`config.mk`:
```
export PLATFORM = sky130hd
export DESIGN_NAME = decode_ctrl_stage_flat
export DESIGN_NICKNAME = d
export VERILOG_FILES = /design/src/rtl/core_ctrl_pkg.sv /design/src/rtl/decode_ctrl_stage_if.sv /design/src/rtl/decode_ctrl_comb.sv /design/src/rtl/decode_ctrl_stage.sv /design/src/flat_wrapper.sv
export SDC_FILE = /design/constraint.sdc
export NUM_CORES = 1
export LEC_CHECK = 0
export BUFFER_PORTS_ARGS = -buffer_cell sky130_fd_sc_hd__buf_2
export CAP_MARGIN = 10
export CORE_ASPECT_RATIO = 0.75
export CORE_MARGIN = 2
export CORE_UTILIZATION = 54
export CTS_BUF_LIST = sky130_fd_sc_hd__clkbuf_4 sky130_fd_sc_hd__clkbuf_8
export DETAILED_ROUTE_END_ITERATION = 12
export GPL_TIMING_DRIVEN = 0
export PLACE_DENSITY = 0.88
export SYNTH_ARGS = -nofsm -noshare
export SYNTH_HDL_FRONTEND = slang
export SYNTH_SLANG_ARGS = --single-unit
```
`constraint.sdc`:
```
create_clock -name clk -period 4.5 [get_ports clk]
set_input_delay 0.9 -clock clk [delete_from_list [all_inputs] [get_ports clk]]
set_output_delay 0.9 -clock clk [all_outputs]
set_load 0.03 [all_outputs]
```
`src/rtl/core_ctrl_pkg.sv`:
```
`default_nettype none
// ============================================================================
// Module      : core_ctrl_pkg
// Description : Opcode, ALU, immediate, result, operand and memory-access
//               encodings shared by the ID-stage decoder and its consumers.
// Revision    : 1.0
// ============================================================================
package core_ctrl_pkg;

    localparam logic [6:0] c_OP_LOAD     = 7'b0000011;
    localparam logic [6:0] c_OP_MISC_MEM = 7'b0001111;
    localparam logic [6:0] c_OP_IMM      = 7'b0010011;
    localparam logic [6:0] c_OP_AUIPC    = 7'b0010111;
    localparam logic [6:0] c_OP_STORE    = 7'b0100011;
    localparam logic [6:0] c_OP_REG      = 7'b0110011;
    localparam logic [6:0] c_OP_LUI      = 7'b0110111;
    localparam logic [6:0] c_OP_BRANCH   = 7'b1100011;
    localparam logic [6:0] c_OP_JALR     = 7'b1100111;
    localparam logic [6:0] c_OP_JAL      = 7'b1101111;

    localparam logic [6:0] c_F7_BASE     = 7'b0000000;
    localparam logic [6:0] c_F7_ALT      = 7'b0100000;
    localparam logic [6:0] c_F7_MULDIV   = 7'b0000001;

    localparam logic [4:0] c_ALU_ADD     = 5'd0;
    localparam logic [4:0] c_ALU_SUB     = 5'd1;
    localparam logic [4:0] c_ALU_AND     = 5'd2;
    localparam logic [4:0] c_ALU_OR      = 5'd3;
    localparam logic [4:0] c_ALU_XOR     = 5'd4;
    localparam logic [4:0] c_ALU_SLL     = 5'd5;
    localparam logic [4:0] c_ALU_SRL     = 5'd6;
    localparam logic [4:0] c_ALU_SRA     = 5'd7;
    localparam logic [4:0] c_ALU_SLT     = 5'd8;
    localparam logic [4:0] c_ALU_SLTU    = 5'd9;
    localparam logic [4:0] c_ALU_MUL     = 5'd10;

    localparam logic [2:0] c_IMM_I       = 3'b000;
    localparam logic [2:0] c_IMM_S       = 3'b001;
    localparam logic [2:0] c_IMM_B       = 3'b010;
    localparam logic [2:0] c_IMM_U       = 3'b011;
    localparam logic [2:0] c_IMM_J       = 3'b100;

    localparam logic [1:0] c_RES_SRC_ALU = 2'b00;
    localparam logic [1:0] c_RES_SRC_MEM = 2'b01;
    localparam logic [1:0] c_RES_SRC_PC4 = 2'b10;

    localparam logic [1:0] c_ASRC_RS1    = 2'b00;
    localparam logic [1:0] c_ASRC_PC     = 2'b01;
    localparam logic [1:0] c_ASRC_ZERO   = 2'b10;

    localparam logic [2:0] c_LOAD_W      = 3'b000;
    localparam logic [2:0] c_LOAD_H      = 3'b001;
    localparam logic [2:0] c_LOAD_B      = 3'b010;
    localparam logic [2:0] c_LOAD_HU     = 3'b011;
    localparam logic [2:0] c_LOAD_BU     = 3'b111;

    localparam logic [1:0] c_STORE_W     = 2'b00;
    localparam logic [1:0] c_STORE_H     = 2'b01;
    localparam logic [1:0] c_STORE_B     = 2'b10;

    typedef struct packed {
        logic       reg_write;
        logic       mem_write;
        logic [1:0] result_src;
        logic [2:0] imm_src;
        logic [1:0] alu_a_src;
        logic       alu_src;
        logic [4:0] alu_ctrl;
        logic       branch;
        logic [2:0] branch_cond;
        logic       jump;
        logic       jalr;
        logic [2:0] load_type;
        logic [1:0] store_type;
        logic [4:0] rd;
        logic [4:0] rs1;
        logic [4:0] rs2;
        logic       illegal;
    } ctrl_bundle_t;

    // Base-integer ALU op from funct3; alt selects SUB/SRA over ADD/SRL.
    function automatic logic [4:0] alu_base_op(input logic [2:0] f3, input logic alt);
        logic [4:0] op;
        case (f3)
            3'b000:  op = alt ? c_ALU_SUB : c_ALU_ADD;
            3'b001:  op = c_ALU_SLL;
            3'b010:  op = c_ALU_SLT;
            3'b011:  op = c_ALU_SLTU;
            3'b100:  op = c_ALU_XOR;
            3'b101:  op = alt ? c_ALU_SRA : c_ALU_SRL;
            3'b110:  op = c_ALU_OR;
            default: op = c_ALU_AND;
        endcase
        return op;
    endfunction

endpackage
`default_nettype wire

```
`src/rtl/decode_ctrl_stage_if.sv`:
```
`default_nettype none
// ============================================================================
// Module      : decode_ctrl_stage_if
// Description : IF/ID-to-EX handshake and control-bundle bus of the ID stage.
// Revision    : 1.0
// ============================================================================
interface decode_ctrl_stage_if #(
    parameter int XLEN = 32
);
    logic            in_valid;
    logic            in_ready;
    logic [31:0]     instr;
    logic [XLEN-1:0] pc;
    logic            flush;
    logic            out_valid;
    logic            out_ready;
    logic            reg_write;
    logic            mem_write;
    logic [1:0]      result_src;
    logic [2:0]      imm_src;
    logic [1:0]      alu_a_src;
    logic            alu_src;
    logic [4:0]      alu_ctrl;
    logic            branch;
    logic [2:0]      branch_cond;
    logic            jump;
    logic            jalr;
    logic [2:0]      load_type;
    logic [1:0]      store_type;
    logic [4:0]      rd;
    logic [4:0]      rs1;
    logic [4:0]      rs2;
    logic [XLEN-1:0] pc_out;
    logic            illegal;

    modport master (
        output in_valid, instr, pc, flush, out_ready,
        input  in_ready, out_valid, reg_write, mem_write, result_src, imm_src,
               alu_a_src, alu_src, alu_ctrl, branch, branch_cond, jump, jalr,
               load_type, store_type, rd, rs1, rs2, pc_out, illegal
    );

    modport slave (
        input  in_valid, instr, pc, flush, out_ready,
        output in_ready, out_valid, reg_write, mem_write, result_src, imm_src,
               alu_a_src, alu_src, alu_ctrl, branch, branch_cond, jump, jalr,
               load_type, store_type, rd, rs1, rs2, pc_out, illegal
    );
endinterface
`default_nettype wire

```
`src/rtl/decode_ctrl_comb.sv`:
```
`default_nettype none
// ============================================================================
// Module      : decode_ctrl_comb
// Description : Pure combinational RV32I(+M) instruction to control-bundle
//               decode with illegal-encoding and divide detection.
// Revision    : 1.0
// ============================================================================
module decode_ctrl_comb
    import core_ctrl_pkg::*;
#(
    parameter int EN_M = 1
) (
    input  wire logic [31:0]  i_instr,
    output ctrl_bundle_t      o_ctrl,
    output logic              o_is_div
);

    logic [6:0]   w_opcode;
    logic [2:0]   w_f3;
    logic [6:0]   w_f7;
    ctrl_bundle_t w_dec;
    logic         w_ill;
    logic         w_div;

    assign w_opcode = i_instr[6:0];
    assign w_f3     = i_instr[14:12];
    assign w_f7     = i_instr[31:25];

    always_comb begin
        w_dec      = '0;
        w_ill      = 1'b0;
        w_div      = 1'b0;
        w_dec.rd   = i_instr[11:7];
        w_dec.rs1  = i_instr[19:15];
        w_dec.rs2  = i_instr[24:20];
        case (w_opcode)
            c_OP_REG: begin
                w_dec.reg_write = 1'b1;
                if (w_f7 == c_F7_BASE) begin
                    w_dec.alu_ctrl = alu_base_op(w_f3, 1'b0);
                end else if (w_f7 == c_F7_ALT && (w_f3 == 3'b000 || w_f3 == 3'b101)) begin
                    w_dec.alu_ctrl = alu_base_op(w_f3, 1'b1);
                end else if (w_f7 == c_F7_MULDIV && EN_M != 0) begin
                    // MUL..REMU are contiguous codes indexed by funct3.
                    w_dec.alu_ctrl = c_ALU_MUL + {2'b00, w_f3};
                    w_div          = w_f3[2];
                end else begin
                    w_ill = 1'b1;
                end
            end
            c_OP_IMM: begin
                w_dec.reg_write = 1'b1;
                w_dec.alu_src   = 1'b1;
                w_dec.imm_src   = c_IMM_I;
                if (w_f3 == 3'b001) begin
                    w_dec.alu_ctrl = c_ALU_SLL;
                    w_ill          = (w_f7 != c_F7_BASE);
                end else if (w_f3 == 3'b101) begin
                    w_dec.alu_ctrl = (w_f7 == c_F7_ALT) ? c_ALU_SRA : c_ALU_SRL;
                    w_ill          = (w_f7 != c_F7_BASE) && (w_f7 != c_F7_ALT);
                end else begin
                    w_dec.alu_ctrl = alu_base_op(w_f3, 1'b0);
                end
            end
            c_OP_LOAD: begin
                w_dec.reg_write  = 1'b1;
                w_dec.result_src = c_RES_SRC_MEM;
                w_dec.alu_src    = 1'b1;
                w_dec.imm_src    = c_IMM_I;
                case (w_f3)
                    3'b000:  w_dec.load_type = c_LOAD_B;
                    3'b001:  w_dec.load_type = c_LOAD_H;
                    3'b010:  w_dec.load_type = c_LOAD_W;
                    3'b100:  w_dec.load_type = c_LOAD_BU;
                    3'b101:  w_dec.load_type = c_LOAD_HU;
                    default: w_ill = 1'b1;
                endcase
            end
            c_OP_STORE: begin
                w_dec.mem_write = 1'b1;
                w_dec.alu_src   = 1'b1;
                w_dec.imm_src   = c_IMM_S;
                case (w_f3)
                    3'b000:  w_dec.store_type = c_STORE_B;
                    3'b001:  w_dec.store_type = c_STORE_H;
                    3'b010:  w_dec.store_type = c_STORE_W;
                    default: w_ill = 1'b1;
                endcase
            end
            c_OP_BRANCH: begin
                w_dec.branch      = 1'b1;
                w_dec.imm_src     = c_IMM_B;
                w_dec.alu_ctrl    = c_ALU_SUB;
                w_dec.branch_cond = w_f3;
                w_ill             = (w_f3 == 3'b010) || (w_f3 == 3'b011);
            end
            c_OP_JAL: begin
                w_dec.reg_write  = 1'b1;
                w_dec.jump       = 1'b1;
                w_dec.result_src = c_RES_SRC_PC4;
                w_dec.imm_src    = c_IMM_J;
            end
            c_OP_JALR: begin
                w_dec.reg_write  = 1'b1;
                w_dec.jump       = 1'b1;
                w_dec.jalr       = 1'b1;
                w_dec.result_src = c_RES_SRC_PC4;
                w_dec.alu_src    = 1'b1;
                w_dec.imm_src    = c_IMM_I;
                w_ill            = (w_f3 != 3'b000);
            end
            c_OP_LUI: begin
                w_dec.reg_write = 1'b1;
                w_dec.alu_a_src = c_ASRC_ZERO;
                w_dec.alu_src   = 1'b1;
                w_dec.imm_src   = c_IMM_U;
            end
            c_OP_AUIPC: begin
                w_dec.reg_write = 1'b1;
                w_dec.alu_a_src = c_ASRC_PC;
                w_dec.alu_src   = 1'b1;
                w_dec.imm_src   = c_IMM_U;
            end
            // FENCE is a no-op on this in-order core with a single memory port.
            c_OP_MISC_MEM: ;
            default: w_ill = 1'b1;
        endcase
    end

    // An illegal encoding carries only its register indices and the flag.
    always_comb begin
        o_ctrl   = w_dec;
        o_is_div = w_div;
        if (w_ill) begin
            o_ctrl         = '0;
            o_ctrl.rd      = w_dec.rd;
            o_ctrl.rs1     = w_dec.rs1;
            o_ctrl.rs2     = w_dec.rs2;
            o_ctrl.illegal = 1'b1;
            o_is_div       = 1'b0;
        end
    end

endmodule
`default_nettype wire

```
`src/rtl/decode_ctrl_stage.sv`:
```
`default_nettype none
// ============================================================================
// Module      : decode_ctrl_stage
// Description : Registered ID-stage decoder with valid/ready handshake, flush
//               and a DIV/REM issue-hold counter.
// Revision    : 1.0
// ============================================================================
module decode_ctrl_stage
    import core_ctrl_pkg::*;
#(
    parameter int EN_M        = 1,
    parameter int DIV_LATENCY = 34,
    parameter int XLEN        = 32
) (
    input wire logic           clk,
    input wire logic           rst,
    decode_ctrl_stage_if.slave bus
);

    localparam int                 c_CNT_W     = $clog2(DIV_LATENCY + 1);
    localparam logic [c_CNT_W-1:0] c_HOLD_LOAD = c_CNT_W'(DIV_LATENCY - 1);
    localparam logic [c_CNT_W-1:0] c_CNT_ONE   = c_CNT_W'(1);
    localparam logic [0:0]         c_ST_IDLE   = 1'b0;
    localparam logic [0:0]         c_ST_HOLD   = 1'b1;

    ctrl_bundle_t       w_dec;
    logic               w_is_div;
    logic               w_in_ready;
    logic               w_accept;

    ctrl_bundle_t       r_ctl;
    logic [XLEN-1:0]    r_pc;
    logic               r_out_valid;
    logic [0:0]         r_state;
    logic [c_CNT_W-1:0] r_cnt;

    decode_ctrl_comb #(
        .EN_M     (EN_M)
    ) u_decode (
        .i_instr  (bus.instr),
        .o_ctrl   (w_dec),
        .o_is_div (w_is_div)
    );

    assign w_in_ready = !bus.flush && (r_state == c_ST_IDLE) && (!r_out_valid || bus.out_ready);
    assign w_accept   = bus.in_valid && w_in_ready;

    always_ff @(posedge clk) begin
        if (rst) begin
            r_ctl       <= '0;
            r_pc        <= '0;
            r_out_valid <= 1'b0;
            r_state     <= c_ST_IDLE;
            r_cnt       <= '0;
        end else if (bus.flush) begin
            r_out_valid <= 1'b0;
            r_state     <= c_ST_IDLE;
            r_cnt       <= '0;
        end else begin
            if (w_accept) begin
                r_ctl       <= w_dec;
                r_pc        <= bus.pc;
                r_out_valid <= 1'b1;
                // Accept only happens in IDLE, so this never collides with HOLD.
                if (w_is_div && (DIV_LATENCY > 1)) begin
                    r_state <= c_ST_HOLD;
                    r_cnt   <= c_HOLD_LOAD;
                end
            end else if (bus.out_ready) begin
                r_out_valid <= 1'b0;
            end

            if (r_state == c_ST_HOLD) begin
                if (r_cnt == c_CNT_ONE) begin
                    r_state <= c_ST_IDLE;
                    r_cnt   <= '0;
                end else begin
                    r_cnt   <= r_cnt - c_CNT_ONE;
                end
            end
        end
    end

    assign bus.in_ready    = w_in_ready;
    assign bus.out_valid   = r_out_valid;
    assign bus.reg_write   = r_ctl.reg_write;
    assign bus.mem_write   = r_ctl.mem_write;
    assign bus.result_src  = r_ctl.result_src;
    assign bus.imm_src     = r_ctl.imm_src;
    assign bus.alu_a_src   = r_ctl.alu_a_src;
    assign bus.alu_src     = r_ctl.alu_src;
    assign bus.alu_ctrl    = r_ctl.alu_ctrl;
    assign bus.branch      = r_ctl.branch;
    assign bus.branch_cond = r_ctl.branch_cond;
    assign bus.jump        = r_ctl.jump;
    assign bus.jalr        = r_ctl.jalr;
    assign bus.load_type   = r_ctl.load_type;
    assign bus.store_type  = r_ctl.store_type;
    assign bus.rd          = r_ctl.rd;
    assign bus.rs1         = r_ctl.rs1;
    assign bus.rs2         = r_ctl.rs2;
    assign bus.pc_out      = r_pc;
    assign bus.illegal     = r_ctl.illegal;

endmodule
`default_nettype wire

```
`src/flat_wrapper.sv`:
```
// flat-port wrapper written by rule: the top's interface ports become plain ports
module decode_ctrl_stage_flat import core_ctrl_pkg::*;
#(
    parameter int EN_M        = 1,
    parameter int DIV_LATENCY = 34,
    parameter int XLEN        = 32
)
  (clk, rst, bus_in_valid, bus_instr, bus_pc, bus_flush, bus_out_ready, bus_in_ready, bus_out_valid, bus_reg_write, bus_mem_write, bus_result_src, bus_imm_src, bus_alu_a_src, bus_alu_src, bus_alu_ctrl, bus_branch, bus_branch_cond, bus_jump, bus_jalr, bus_load_type, bus_store_type, bus_rd, bus_rs1, bus_rs2, bus_pc_out, bus_illegal);
  decode_ctrl_stage_if #(.XLEN(XLEN)) bus_i ();
  input wire logic clk;
  input wire logic rst;
  input wire logic [$bits(bus_i.in_valid)-1:0] bus_in_valid;
  input wire logic [$bits(bus_i.instr)-1:0] bus_instr;
  input wire logic [$bits(bus_i.pc)-1:0] bus_pc;
  input wire logic [$bits(bus_i.flush)-1:0] bus_flush;
  input wire logic [$bits(bus_i.out_ready)-1:0] bus_out_ready;
  output wire logic [$bits(bus_i.in_ready)-1:0] bus_in_ready;
  output wire logic [$bits(bus_i.out_valid)-1:0] bus_out_valid;
  output wire logic [$bits(bus_i.reg_write)-1:0] bus_reg_write;
  output wire logic [$bits(bus_i.mem_write)-1:0] bus_mem_write;
  output wire logic [$bits(bus_i.result_src)-1:0] bus_result_src;
  output wire logic [$bits(bus_i.imm_src)-1:0] bus_imm_src;
  output wire logic [$bits(bus_i.alu_a_src)-1:0] bus_alu_a_src;
  output wire logic [$bits(bus_i.alu_src)-1:0] bus_alu_src;
  output wire logic [$bits(bus_i.alu_ctrl)-1:0] bus_alu_ctrl;
  output wire logic [$bits(bus_i.branch)-1:0] bus_branch;
  output wire logic [$bits(bus_i.branch_cond)-1:0] bus_branch_cond;
  output wire logic [$bits(bus_i.jump)-1:0] bus_jump;
  output wire logic [$bits(bus_i.jalr)-1:0] bus_jalr;
  output wire logic [$bits(bus_i.load_type)-1:0] bus_load_type;
  output wire logic [$bits(bus_i.store_type)-1:0] bus_store_type;
  output wire logic [$bits(bus_i.rd)-1:0] bus_rd;
  output wire logic [$bits(bus_i.rs1)-1:0] bus_rs1;
  output wire logic [$bits(bus_i.rs2)-1:0] bus_rs2;
  output wire logic [$bits(bus_i.pc_out)-1:0] bus_pc_out;
  output wire logic [$bits(bus_i.illegal)-1:0] bus_illegal;
  assign bus_i.in_valid = bus_in_valid;
  assign bus_i.instr = bus_instr;
  assign bus_i.pc = bus_pc;
  assign bus_i.flush = bus_flush;
  assign bus_i.out_ready = bus_out_ready;
  assign bus_in_ready = bus_i.in_ready;
  assign bus_out_valid = bus_i.out_valid;
  assign bus_reg_write = bus_i.reg_write;
  assign bus_mem_write = bus_i.mem_write;
  assign bus_result_src = bus_i.result_src;
  assign bus_imm_src = bus_i.imm_src;
  assign bus_alu_a_src = bus_i.alu_a_src;
  assign bus_alu_src = bus_i.alu_src;
  assign bus_alu_ctrl = bus_i.alu_ctrl;
  assign bus_branch = bus_i.branch;
  assign bus_branch_cond = bus_i.branch_cond;
  assign bus_jump = bus_i.jump;
  assign bus_jalr = bus_i.jalr;
  assign bus_load_type = bus_i.load_type;
  assign bus_store_type = bus_i.store_type;
  assign bus_rd = bus_i.rd;
  assign bus_rs1 = bus_i.rs1;
  assign bus_rs2 = bus_i.rs2;
  assign bus_pc_out = bus_i.pc_out;
  assign bus_illegal = bus_i.illegal;
  decode_ctrl_stage #(.EN_M(EN_M), .DIV_LATENCY(DIV_LATENCY), .XLEN(XLEN)) u_core (.clk(clk), .rst(rst), .bus(bus_i));
endmodule
```
## Word-level counts from Yosys, hierarchy flattened

Index checks and enable logic that the tools add are counted.

- Bits in registers: 82
- Bits of input ports: 69
- Output and inout bits: 76
- Word-level logic and storage cells: 119

- $add $sub $neg: 2
- Equality and inequality tests: 20
- Muxes and demuxes: 47
- Bitwise gates (word level): 2
- Reduce and logical (&&, ||, !) cells: 27

Operator list:

| operator | count |
|---|---|
| one-hot mux 4 bit (7 select lines) | 2 |
| 2-to-1 mux 42 bit | 1 |
| equality test 7 x 6 -> 1 bit, second input constant | 4 |
| 2-to-1 mux 5 bit | 5 |
| 2-to-1 mux 1 bit | 24 |
| 2-to-1 mux 6 bit | 4 |
| one-hot mux 3 bit (4 select lines) | 2 |
| equality test 7 bit, second input constant | 3 |
| one-hot mux 4 bit (5 select lines) | 1 |
| one-hot mux 5 bit (3 select lines) | 1 |
| equality test 7 x 5 -> 1 bit, second input constant | 2 |
| one-hot mux 2 bit (2 select lines) | 3 |
| equality test 3 bit, second input constant | 3 |
| equality test 7 x 1 -> 1 bit, second input constant | 1 |
| equality test 7 x 2 -> 1 bit, second input constant | 1 |
| equality test 7 x 4 -> 1 bit, second input constant | 1 |
| zero test 7 bit | 1 |
| != test 7 x 6 -> 1 bit, second input constant | 1 |
| one-hot mux 1 bit (7 select lines) | 1 |
| nonzero test 7 bit | 1 |
| OR reduction 7 bit | 1 |
| equality test 3 x 2 -> 1 bit, second input constant | 2 |
| equality test 6 x 1 -> 1 bit, second input constant | 1 |
| nonzero test 2 bit | 3 |
| other kinds (18) | 29 |

## Depth between registers and ports, before layout

Gate-level depths: netlist of run 1.

- Depth after elaboration: 11
- Mapped depth: 9
- Gate-level depth less buffers: 6

## Modules after synthesis

From an unflattened synthesis of run 1, not the netlist that was laid out.

- Cells, all modules: 541
- Area, all modules: 4371.7 um^2

By module, submodules not included:

| module | instances | cells an instance | area each (um^2) | seq. area each (um^2) |
|---|---|---|---|---|
| decode_ctrl_stage | 1 | 412 | 3563.4 | 1641.6 |
| decode_ctrl_comb | 1 | 129 | 808.3 | 0.0 |

## Worst setup path before layout of run 1

OpenSTA, ideal clock, no wires.

- Kind: input-to-reg
- Start point: input port bus_instr[5]
- End point: register u_core.r_cnt[4]
- Library setup time: 115 ps
- Arrival: 2436 ps
- Required time: 4385 ps
- Setup slack: 1949 ps
- Cell stages on the path: 6
- Buffers on the path: 2
- Cells stage by stage: buf_2 buf_4 or4b_2 or4_1 nand2_1 nor2_1

- Cells in the longest elaborated chain, start to end: 6
- Elaborated cells on any way between the ends: 16
- Classes of those cells: eq/ne: 10; mux: 3; reduce/logical: 3

Ends and longest elaborated chain:

| element | line | source |
|---|---|---|
| from (decl) | flat_wrapper.sv:13 | `input wire logic [$bits(bus_i.instr)-1:0] bus_instr;` |
| equality test 7 x 5 -> 1 bit (tied with other cells) | decode_ctrl_comb.sv:36 | `case (w_opcode)` |
| OR reduction 4 bit (no source line) | - |  |
| one-hot mux 1 bit (7 select lines) | decode_ctrl_comb.sv:36 |  |
| 2-to-1 mux 1 bit (*) | decode_ctrl_comb.sv:134 | `if (w_ill) begin` |
| nonzero test 2 bit (no source line) (*) | - |  |
| AND reduction 2 bit (no source line) (*) | - |  |
| to (signal assigned) | decode_ctrl_stage.sv:67 | `r_cnt <= c_HOLD_LOAD;` |
| to (signal assigned) | decode_ctrl_stage.sv:78 | `r_cnt <= r_cnt - c_CNT_ONE;` |
| to (decl) | decode_ctrl_stage.sv:35 | `logic [c_CNT_W-1:0] r_cnt;` |

Mark *: on every way between the ends. The rest lies on a longest branch, timed or not.
A chain may end at the register's enable or synchronous reset.

## Worst setup path in the final report of run 1

- Start point: input port bus_instr[14]
- End point: register u_core.r_ctl (netlist bit u_core.bus.alu_ctrl[1])

- Cells in the longest elaborated chain, start to end: 7
- Elaborated cells on any way between the ends: 29
- Classes of those cells: eq/ne: 6; mux: 16; reduce/logical: 7

Ends and longest elaborated chain:

| element | line | source |
|---|---|---|
| branches (longest 6 deep; another with one-hot mux 4 bit (7 select lines)) | - |  |
| 2-to-1 mux 42 bit (*) | decode_ctrl_comb.sv:134 |  |
| to (signal assigned) | decode_ctrl_stage.sv:61 | `r_ctl <= w_dec;` |
| to (decl) | decode_ctrl_stage.sv:31 | `ctrl_bundle_t r_ctl;` |

Every way passes the cells marked *.

==> results by group, run 1 <==
Place
  – Port Buf Inserts: around 140
  – Placed Cells: roughly 670
  – Placed cell area: around 4400 µm²
  – HPWL after DPL: 7420 µm
  – Final GP Congestion: ~0.93

Setup path
  – CP peak stage delay: between 500 and 600 ps
  – Slowest-stage cell, CP: o41ai_1
  – Critical Path RT: ~4800 ps
  – Crit path kind: input pin to register
  – Critical path capture point type: register
  – Worst R2R Start: u_core.r_state
  – R2R setup slack: ~2300 ps
  – Startpoint types: input pin
  – Crit Path Max Fanout: 10
  – R2R cell count: 9
  – Crit path cell chain: buf_2, clkbuf_1, clkbuf_1, nand2b_1, a41oi_1, o41ai_1, a2bb2oi_1, o21ai_2
  – RR Endpoint: u_core.bus.alu_ctrl[2]
  – Crit path top cell by count: clkbuf_1
  – Arrival time worst endpoint: roughly 3000 ps

Power
  – Power Total: between 1.5 and 2 mW
  – Worst IR drop on VDD: between 0.00015 and 0.0002 V
  – Power density cells: ~340 nW/µm²
  – Pleak: ~2.0 nW

CTS
  – Clk_lat worst skew: roughly 360 ps
  – CTS H-tree lvls: 3
  – Hold-fix buffers at CTS: 0
  – Setup bufs post-CTS: 0
  – Clock buffer count from CTS: 9
  – Clock Tree Root: clkbuf_8
  – CTS Sinks: between 80 and 90
  – CTS Buffer Depth: 2
  – CTS resizes: 0
  – Clk slew on worst S/H paths: approximately 80 ps
  – CTS tree: done

Layout
  – Count of non-filler cells in the finished layout: between 600 and 700
  – Final instance area: 4600 µm²
  – Most common cell after layout, fill and taps aside: buf_2
  – Final net count: 671
  – Most frequent cells in the layout: buf_2 (145), nand2_1 (131), dfxtp_1 (81), a21oi_1 (60), clkbuf_1 (23)
  – Diodes inserted: 0
  – Area Overhead vs Synth: 29.5%
  – Final Util: 0.728
  – Share of cells above drive strength 1: 0.311

Yosys
  – Asr flop ratio synth: 0
  – Ys flop type: dfxtp_1
  – Syn nets: about 520
  – Ranking of synthesized cells by area: dfxtp_1 (46%), nand2_1 (14%), a21oi_1 (8.5%)
  – Syn Inst Count: 446
  – #FFs+latches synth: between 80 and 90
  – Synth top area share: 0.457
  – Mean area per synthesized cell: roughly 8.0 µm²
  – Yosys top cell by area: dfxtp_1
  – Yosys warning count: 0
  – Sequential-to-total area share from yosys stat: 0.457
  – Synthesized area: roughly 3600 µm²
  – Number of synthesized flops with an enable pin: 0
  – Netlist cell types: between 50 and 60

Global routing
  – Initial antenna violation count: 0
  – Largest net degree at the start of global routing: 16
  – GRT Resource Usage Total: 0.264
  – Gr ovfl total: 0
  – Number of global-route vias before repair: 3,350
  – First-pass GRT wire length: between 15,000 and 20,000 µm

Status
  – Status: completed

Route
  – Avg WL per Cell: ~14 µm
  – Routed met1 length: roughly 4200 µm
  – Met3 routed wirelength: about 840 µm
  – First-pass DRT Iterations: 5
  – DR vias: around 3,700
  – Top Metal Used: met4
  – Vias/cell: roughly 5.4
  – Metal2 WL: about 4500 µm
  – ANT nets after route: 0
  – Routed WL: 9680 µm
  – Final routed DRC violation total: 0
  – DRT iter0 DRCs: roughly 280

Floorplan
  – I/O pin count: between 100 and 150
  – Initial Util: 0.562
  – Area of the die: slightly above 7000 µm²
  – Core area: between 6000 and 7000 µm²
  – Die span in x: around 98 µm
  – DIE HEIGHT: 74.2 µm
  – Row Count: 25

STA
  – Clock period minus worst slack: 2630 ps
  – Final setup violation count: 0
  – Worst Tran Pin Value: around 620 ps
  – Worst clock skew: slightly above 6 ps
  – Max Fclk: between 300 and 400 MHz
  – Final setup TNS: 0 ps
  – Final period utilization: 0.584
  – RSZ-0062 raised after global routing: false
  – Slew margin rel.: 0.580
  – Final Hold Fails: 0
  – Slew Limit Fails: 0

Worst hold path
  – Hold Path Class: register to register
  – Hold Crit Depth: 2
  – Hold Startpoint: u_core.bus.load_type[0]
  – Min-Delay Endpoint: u_core.bus.load_type[0]

Run
  – Max Cap Viol: 0
-- metal layers --
layer  up-vias  track usage
met1      1716        0.338
met3        15       0.0921
met2       161        0.432
li1       1826            -
met4         0       0.0741
met5         -            0
-- cell families after synthesis --
| logic type | count (synthesis) | synth area share |
|---|---|---|
| simple gates | 209 | 0.275 |
| compound gates | 107 | 0.192 |
| flops | 81 | 0.457 |
| buf+inv | 41 | 0.0532 |
| xor+xnor | 5 | 0.0123 |
| fa+ha+maj | 3 | 0.0106 |
-- area by class of cell --
cell class / instances / area [µm²]
multi-input combinational: 324 / 1740
fill: 507 / 1720
sequential: 81 / 1620
timing repair buffer: 142 / 711
buffer: 31 / 151
clock buffer: 10 / 138
tap: 81 / 101
clock inverter: 6 / 96.3
inverter: 10 / 37.5
-- how the worst max path moves through the flow --
stage / from / endpoint / slack (ps) / cells past startpoint
2_1_floorplan: bus_instr[5] / u_core.r_cnt[4] / 1950 / 6
3_3_place_gp: bus_instr[14] / u_core.bus.alu_ctrl[1] / 1640 / 8
3_5_place_dp: bus_instr[14] / u_core.bus.alu_ctrl[1] / 1590 / 8
4_1_cts: bus_instr[14] / u_core.bus.alu_ctrl[1] / 1940 / 8
5_1_grt: bus_instr[14] / u_core.bus.alu_ctrl[1] / 1700 / 8
6_report: bus_instr[14] / u_core.bus.alu_ctrl[1] / 1870 / 8
-- where the power goes --
group | leakage (nW) | internal (mW) | switching [mW] | total (mW)
logic | 1.25 | 0.0687 | 0.137 | 0.206
clock network | 0.115 | 0.335 | 0.283 | 0.618
registers | 0.658 | 0.737 | 0.00987 | 0.747
-- synthesized netlist by cell type (5+ instances only) --
library cell  count
nand2b_1          5
dfxtp_1          81
nor3_1            6
or3_1             5
nand4_1           5
a21oi_1          60
nor2_1           18
o21ai_0          12
o21ai_2          10
nand3b_1          5
nand2_1         131
clkbuf_1         23
inv_1            10
nand3_1           9
-- registers in the layout, indices dropped and copies added (netlist names), 2 cells and up --
signal,count
u_core.bus.rs1,5
u_core.bus.pc_out,32
u_core.r_cnt,6
u_core.bus.branch_cond,3
u_core.bus.rs2,5
u_core.bus.alu_ctrl,5
u_core.bus.rd,5
u_core.bus.imm_src,3
u_core.bus.store_type,2
u_core.bus.alu_a_src,2
u_core.bus.load_type,3
u_core.bus.result_src,2
-- per-stage QoR --
stage                     setup slack (ps)  hold slack, ps
after floorplan                       1950             485
after global placement                1640             432
after detailed placement              1590             437
after CTS                             1940             455
after global routing                  1700             474
final                                 1870             452
-- critical path, delay by kind of cell --
family / cells / cell delay (ps)
buf+inv: 3 / 760
compound gates: 4 / 1020
simple gates: 1 / 240
Note: power is estimated with default switching activity, not from simulation.
==> run 2, diff against run 1 <==
CORE_UTILIZATION = 45   (was 54)
PLACE_DENSITY = 0.78   (was 0.88)
clock period = 2.3 ns   (was 4.5 ns; I/O delays follow)
==> results by group, run 2 (synthesized netlist as in run 1, its figures left out) <==
Route
  – Avg WL per Cell: 13.9 µm (was 14.1 µm)
  – DR vias: 3,667 (was 3,718)
  – First-pass DRT Iterations: 5 (unchanged)
  – Vias/cell: 5.17 (was 5.43)
  – DRT iter0 DRCs: 251 (was 279)
  – Routed WL: 9860 µm (was 9680 µm)
  – ANT nets after route: 0 (unchanged)
  – Final routed DRC violation total: 0 (unchanged)

Layout
  – Most common cell after layout, fill and taps aside: buf_2 (unchanged)
  – Number of fill cells: 759 (was 507)
  – Share of cells above drive strength 1: 0.315 (was 0.311)
  – Final net count: 671 (unchanged)
  – Count of non-filler cells in the finished layout: 709 (was 685)
  – Most frequent cells in the layout: buf_2 (144), nand2_1 (131), dfxtp_1 (81), a21oi_1 (60), clkbuf_1 (23) (was buf_2 (145), nand2_1 (131), dfxtp_1 (81), a21oi_1 (60), clkbuf_1 (23))
  – Max reg flops: 32 (unchanged)
  – Area Overhead vs Synth: 29.8% (was 29.5%)
  – Diodes inserted: 0 (unchanged)
  – Final instance area: 4610 µm² (was 4600 µm²)

Global routing
  – First-pass GRT wire length: 15,300 µm (was 15,400 µm)
  – GRT Resource Usage Total: 0.228 (was 0.264)
  – Global routing usage on met2: 0.346 (was 0.432)
  – Initial antenna violation count: 0 (unchanged)
  – Number of global-route vias before repair: 3,171 (was 3,350)
  – Largest net degree at the start of global routing: 14 (was 16)
  – Met3 global-route usage: 0.0602 (was 0.0921)
  – Gr ovfl total: 0 (unchanged)
  – M1 GR Usage: 0.318 (was 0.338)
  – Grt peak-use layer: met2 (unchanged)

Setup path
  – Crit path cell chain: clkbuf_1, nor2_2, and3_1, clkbuf_4, o2111ai_1, or3_1, buf_6, buf_12, o21ai_2 (was buf_2, clkbuf_1, clkbuf_1, nand2b_1, a41oi_1, o41ai_1, a2bb2oi_1, o21ai_2)
  – Critical path capture point type: register (unchanged)
  – Crit Path Max Fanout: 10 (unchanged)
  – Number of cells on the critical path: 9 (was 8)
  – Arrival time worst endpoint: 2410 ps (was 2920 ps)
  – Worst R2R Start: u_core.r_state (unchanged)
  – Delay-heaviest family, CP: simple AND/OR/NAND/NOR gates (was compound AO/OA/AOI/OAI gates)
  – Startpoint types: register (was input pin)
  – R2R cell count: 9 (unchanged)
  – Critical path buffer and inverter count: 4 (was 3)
  – Critical Path RT: 2600 ps (was 4790 ps)
  – Crit path kind: register to register (was input pin to register)
  – CP peak stage delay: 400 ps (was 550 ps)
  – Slowest-stage cell, CP: or3_1 (was o41ai_1)
  – Critical Path Start: u_core.r_state (was bus_instr[14])

STA
  – Fin Hold WS: 330 ps (was 452 ps)
  – RSZ-0062 raised after global routing: false (unchanged)
  – Final setup violation count: 0 (unchanged)
  – Slew Limit Fails: 0 (unchanged)
  – Setup slack after layout: 188 ps (was 1870 ps)
  – Final setup TNS: 0 ps (unchanged)
  – Worst Tran Pin Value: 507 ps (was 623 ps)
  – Final period utilization: 0.918
  – Worst clock skew: 7.18 ps (was 6.09 ps)
  – Max Fclk: 474 MHz
  – Clock period minus worst slack: around 2100 ps
  – Slew margin rel.: 0.662 (was 0.580)
  – Final Hold Fails: 0 (unchanged)

CTS
  – Clock buffer count from CTS: 9 (unchanged)
  – CTS Sinks: 81 (unchanged)
  – CTS resizes: 0 (unchanged)
  – CTS H-tree lvls: 3 (unchanged)
  – CTS tree: done (unchanged)
  – Hold-fix buffers at CTS: 0 (unchanged)
  – Setup bufs post-CTS: 0 (unchanged)
  – Clk slew on worst S/H paths: 90 ps (was 80 ps)
  – Clk_lat worst skew: 360 ps (about the same)
  – CTS Buffer Depth: 2 (unchanged)
  – Clock Tree Root: clkbuf_8 (unchanged)

Place
  – Final GP Congestion: 0.923 (was 0.931)
  – HPWL after DPL: 7520 µm (was 7420 µm)
  – Port Buf Inserts: 142 (unchanged)
  – Post-place setup slack: -229 ps (was 1590 ps)
  – Placed Cells: 693 (was 669)
  – Placed cell area: 4390 µm² (was 4360 µm²)

Power
  – Power density cells: 641 nW/µm² (was 342 nW/µm²)
  – Pleak: 2.01 nW (was 2.02 nW)
  – Worst IR drop on VDD: 0.000341 V (was 0.000166 V)

Floorplan
  – Initial Util: 0.457 (was 0.562)
  – Area of the die: 8620 µm² (was 7250 µm²)
  – DIE HEIGHT: 80.9 µm (was 74.2 µm)
  – Core area: 7780 µm² (was 6320 µm²)
  – Row Count: 28 (was 25)
  – Die span in x: 107 µm (was 97.6 µm)
  – I/O pin count: 145 (unchanged)

Worst hold path
  – Hold Startpoint: bus_instr[23] (was u_core.bus.load_type[0])
  – Hold Path Class: input pin to register (was register to register)
  – Hold Crit Depth: 3 (was 2)

Status
  – Status: completed (unchanged)

Run
  – Max Cap Viol: 0 (unchanged)
[run 2: per-stage QoR]
step	power, mW	utilization
5_1_grt	3.08	0.593
3_5_place_dp	1.90	0.565
2_1_floorplan	1.74	-
3_3_place_gp	1.89	0.565
6_report	2.95	0.593
4_1_cts	2.98	0.591
[run 2: final timing paths]
kind                            end  slack [ps]
min reg2reg  u_core.bus.alu_ctrl[1]         450
min               u_core.bus.rs2[3]         330
max           u_core.bus.imm_src[1]         190
max reg2reg   u_core.bus.imm_src[1]         190
[run 2: metal layers]
| layer | part of all wire | wire length, µm |
|---|---|---|
| met1 | 0.47 | 4590 |
| met2 | 0.44 | 4320 |
| met3 | 0.082 | 807 |
| met4 | 0.015 | 144 |
| met5 | 0 | 0 |
[run 2: area by class of cell]
cell class | count | area [µm²] | area share
plain buffers | 31 | 154 | 0.0334
clock buffers | 12 | 153 | 0.0331
clock inverters | 4 | 51.3 | 0.0111
inverters | 10 | 37.5 | 0.00814
multi-input cells | 324 | 1750 | 0.380
flip-flops and latches | 81 | 1620 | 0.352
well taps | 105 | 131 | 0.0285
repair buffers | 142 | 711 | 0.154
[run 2: worst reg2reg max path: stages, from the launching register on]
cell and delay, ps:
dfxtp_1 300, clkbuf_1 200, nor2_2 180, and3_1 160, clkbuf_4 200, o2111ai_1 180, or3_1 400, buf_6 150
buf_12 150, o21ai_2 140
[run 2: power breakdown]
group          switching, mW  internal, mW  total, mW
clock network          0.529         0.558       1.09
registers             0.0186          1.44       1.46
logic                  0.271         0.135      0.406
==> run 3, diff against run 2 <==
CORE_UTILIZATION = 47   (was 45)
GPL_TIMING_DRIVEN = not set   (was 0)
SYNTH_HIERARCHICAL = 1   (was not set)
==> results by group, run 3 <==
Status
  – Failing checks: negative setup slack
  – Status: finished, violations left (was completed)

Setup path
  – Critical Path RT: 2600 ps (about the same)
  – Arrival time worst endpoint: 2640 ps (was 2410 ps)
  – Critical Path Start: bus_instr[28] (was u_core.r_state)
  – Crit Path Max Fanout: 3 (was 10)
  – Critical path capture point type: register (unchanged)
  – Startpoint types: input pin (was register)
  – Crit path kind: input pin to register (was register to register)
  – Worst R2R Start: u_core/r_cnt[2] (was u_core.r_state)

Power
  – Worst IR drop on VDD: 0.000383 V (was 0.000341 V)
  – Clk pwr share: 0.388 (was 0.368)
  – Cell Int Power: 2.38 mW (was 2.14 mW)
  – Power density cells: 587 nW/µm² (was 641 nW/µm²)
  – Switch Pwr: 0.880 mW (was 0.818 mW)
  – Net Sw Frac: 0.270 (was 0.277)
  – Reg power frac: 0.453 (was 0.494)
  – Comb pwr share: 0.159 (was 0.137)
  – Pleak: 2.32 nW (was 2.01 nW)

Yosys
  – Syn Inst Count: 541 (was 446)
  – Yosys warning count: 6 (was 0)
  – Mean area per synthesized cell: 8.08 µm² (was 7.96 µm²)
  – Syn nets: 613 (was 518)
  – Synth top cells by count: a21oi_1 (84), dfxtp_1 (82), nand4_1 (75), o31ai_1 (75), clkbuf_1 (53) (was nand2_1 (131), dfxtp_1 (81), a21oi_1 (60))
  – Netlist cell types: 53 (was 51)
  – Most frequent cell after synthesis: a21oi_1 (was nand2_1)
  – Ranking of synthesized cells by area: dfxtp_1 (38%), o31ai_1 (13%), nand4_1 (11%) (was dfxtp_1 (46%), nand2_1 (14%), a21oi_1 (8.5%))
  – Sequential-to-total area share from yosys stat: 0.376 (was 0.457)
  – Synth top area share: 0.376 (was 0.457)
  – #FFs+latches synth: 82 (was 81)
  – Ys flop type: dfxtp_1 (unchanged)
  – Number of synthesized flops with an enable pin: 0 (unchanged)
  – Asr flop ratio synth: 0 (unchanged)
  – Yosys top cell by area: dfxtp_1 (unchanged)
  – Synthesized area: 4370 µm² (was 3550 µm²)

Layout
  – Final net count: 732 (was 671)
  – Number of fill cells: 834 (was 759)
  – Share of cells above drive strength 1: 0.352 (was 0.315)
  – Max reg flops: 32 (unchanged)
  – Most common cell after layout, fill and taps aside: buf_2 (unchanged)
  – Area Overhead vs Synth: 27.1% (was 29.8%)
  – Diodes inserted: 0 (unchanged)
  – Most frequent cells in the layout: buf_2 (144), a21oi_1 (84), dfxtp_1 (82), nand4_1 (75), o31ai_1 (75) (was buf_2 (144), nand2_1 (131), dfxtp_1 (81), a21oi_1 (60), clkbuf_1 (23))
  – Final Util: 0.614 (was 0.593)

Floorplan
  – Core area: 9050 µm² (was 7780 µm²)
  – DIE HEIGHT: 87.5 µm (was 80.9 µm)
  – I/O pin count: 145 (unchanged)
  – Row Count: 30 (was 28)
  – Area of the die: 10,100 µm² (was 8620 µm²)
  – Initial Util: 0.483 (was 0.457)
  – Die span in x: 115 µm (was 107 µm)

CTS
  – Clock Tree Root: clkbuf_8 (unchanged)
  – Clk_lat worst skew: 350 ps (was 360 ps)
  – Hold-fix buffers at CTS: 0 (unchanged)
  – CTS tree: done (unchanged)
  – Clk slew on worst S/H paths: 90 ps (about the same)
  – CTS H-tree lvls: 3 (unchanged)
  – CTS Sinks: 82 (was 81)
  – Clock buffer count from CTS: 9 (unchanged)
  – CTS Buffer Depth: 2 (unchanged)

STA
  – Max Fclk: 427 MHz (was 474 MHz)
  – Final setup violation count: 4 (was 0)
  – Slew margin rel.: 0.663 (was 0.662)
  – Clock period minus worst slack: 2340 ps (was 2110 ps)
  – Slew Limit Fails: 0 (unchanged)
  – Worst Tran Pin Value: 506 ps (was 507 ps)
  – Fin Hold WS: 346 ps (was 330 ps)
  – RSZ-0062 raised after global routing: true (was false)
  – Final period utilization: 1.02 (was 0.918)
  – Worst clock skew: 8.69 ps (was 7.18 ps)
  – Final Hold Fails: 0 (unchanged)
  – Setup slack after layout: -43.8 ps (was 188 ps)

Global routing
  – First-pass GRT wire length: 21,800 µm (was 15,300 µm)
  – GRT Resource Usage Total: 0.267 (was 0.228)
  – Gr ovfl total: 0 (unchanged)
  – Number of global-route vias before repair: 4,430 (was 3,171)
  – Initial antenna violation count: 0 (unchanged)
  – Largest net degree at the start of global routing: 77 (was 14)

Route
  – DR vias: 4,773 (was 3,667)
  – First-pass DRT Iterations: 5 (unchanged)
  – Final routed DRC violation total: 0 (unchanged)
  – DRT iter0 DRCs: 409 (was 251)
  – ANT nets after route: 0 (unchanged)
  – Vias/cell: 6.02 (was 5.17)
  – Routed WL: 13,500 µm (was 9860 µm)
  – Avg WL per Cell: 17.1 µm (was 13.9 µm)

Place
  – Final GP Congestion: 0.925 (was 0.923)
  – Port Buf Inserts: 144 (was 142)
  – HPWL after DPL: 8970 µm (was 7520 µm)

Worst hold path
  – Hold Startpoint: bus_pc[2] (was bus_instr[23])
  – Hold Path Class: input pin to register (unchanged)

Run
  – Max Cap Viol: 0 (unchanged)
-- run 3: cell types whose count changed after synthesis, sizes merged, moves of 3 or more --
| cell | change |
|---|---|
| nand4 | +70 |
| nor2b | +4 |
| a31oi | +5 |
| nand3b | -4 |
| o31ai | +70 |
| a21oi | +24 |
| or3 | -3 |
| nand3 | -4 |
| o211ai | +5 |
| nand2 | -119 |
| clkbuf | +31 |
| buf | +26 |
| o21ai | -14 |
-- run 3: final timing paths --
check / to / slack (ps) / depth (start not counted)
hold / removal: u_core/bus.pc_out[2] / 350 / 3
setup / recovery: u_core/bus.jalr / -40 / 9
setup reg to reg: u_core/r_cnt[5] / 620 / 3
hold reg to reg: u_core/bus.rs2[1] / 470 / 2
-- run 3: per-stage QoR --
stage / total power [mW] / worst slack, ps / std cells / setup TNS, ps / area, µm²
6_report: 3.26 / -43.8 / 793 / -134 / 5560
5_1_grt: 3.39 / -138 / 793 / -571 / 5560
4_1_cts: 3.28 / -23.6 / 793 / -59.0 / 5550
3_5_place_dp: 2.02 / -482 / 775 / -4490 / 5280
3_3_place_gp: 2.01 / -439 / 775 / -3360 / 5280
2_1_floorplan: 1.84 / -378 / 541 / -1510 / 4380
-- run 3: area by class of cell --
| type | instances | area [µm²] | share of cell area |
|---|---|---|---|
| multi-input combinational | 360 | 2320 | 0.418 |
| sequential | 82 | 1640 | 0.295 |
| timing repair buffer | 196 | 1150 | 0.207 |
| tap | 128 | 160 | 0.0288 |
| clock buffer | 11 | 139 | 0.0250 |
| clock inverter | 5 | 103 | 0.0185 |
| inverter | 11 | 41.3 | 0.00743 |
-- run 3: metal layers --
metal | vias to the layer above | wire, µm | global-route usage
li1 | 2294 | - | -
met1 | 2251 | 6140 | 0.376
met2 | 211 | 5910 | 0.394
met3 | 17 | 1300 | 0.0856
met4 | 0 | 193 | 0.0723
met5 | - | 0 | 0
-- run 3: cell families after synthesis --
group           share of synthesized area
buf+inv                             0.104
fa+ha+maj                         0.00859
simple gates                        0.221
flops                               0.375
compound gates                      0.286
xor+xnor                          0.00200
mux                               0.00258
-- run 3: critical path, stage by stage --
cell and delay [ps]:
buf_2 110, or4_4 560, nor3_4 180, a2111oi_2 110
or4_4 450, or4_4 470, nor2_2 100, nand4_1 80
a21oi_1 130
-- run 3: power groups by stage --
stage / combinational (mW) / sequential (mW) / clock [mW]
2_1_floorplan: 0.246 / 1.59 / 0
3_3_place_gp: 0.503 / 1.51 / 0
3_5_place_dp: 0.508 / 1.51 / 0
4_1_cts: 0.513 / 1.48 / 1.29
5_1_grt: 0.561 / 1.48 / 1.35
6_report: 0.520 / 1.48 / 1.26
-- run 3: repair_timing --
action,in CTS,in global routing
setup buffers,2,0
pin swaps,0,1
endpoints found under the setup margin,6,6
gates resized for setup,5,2
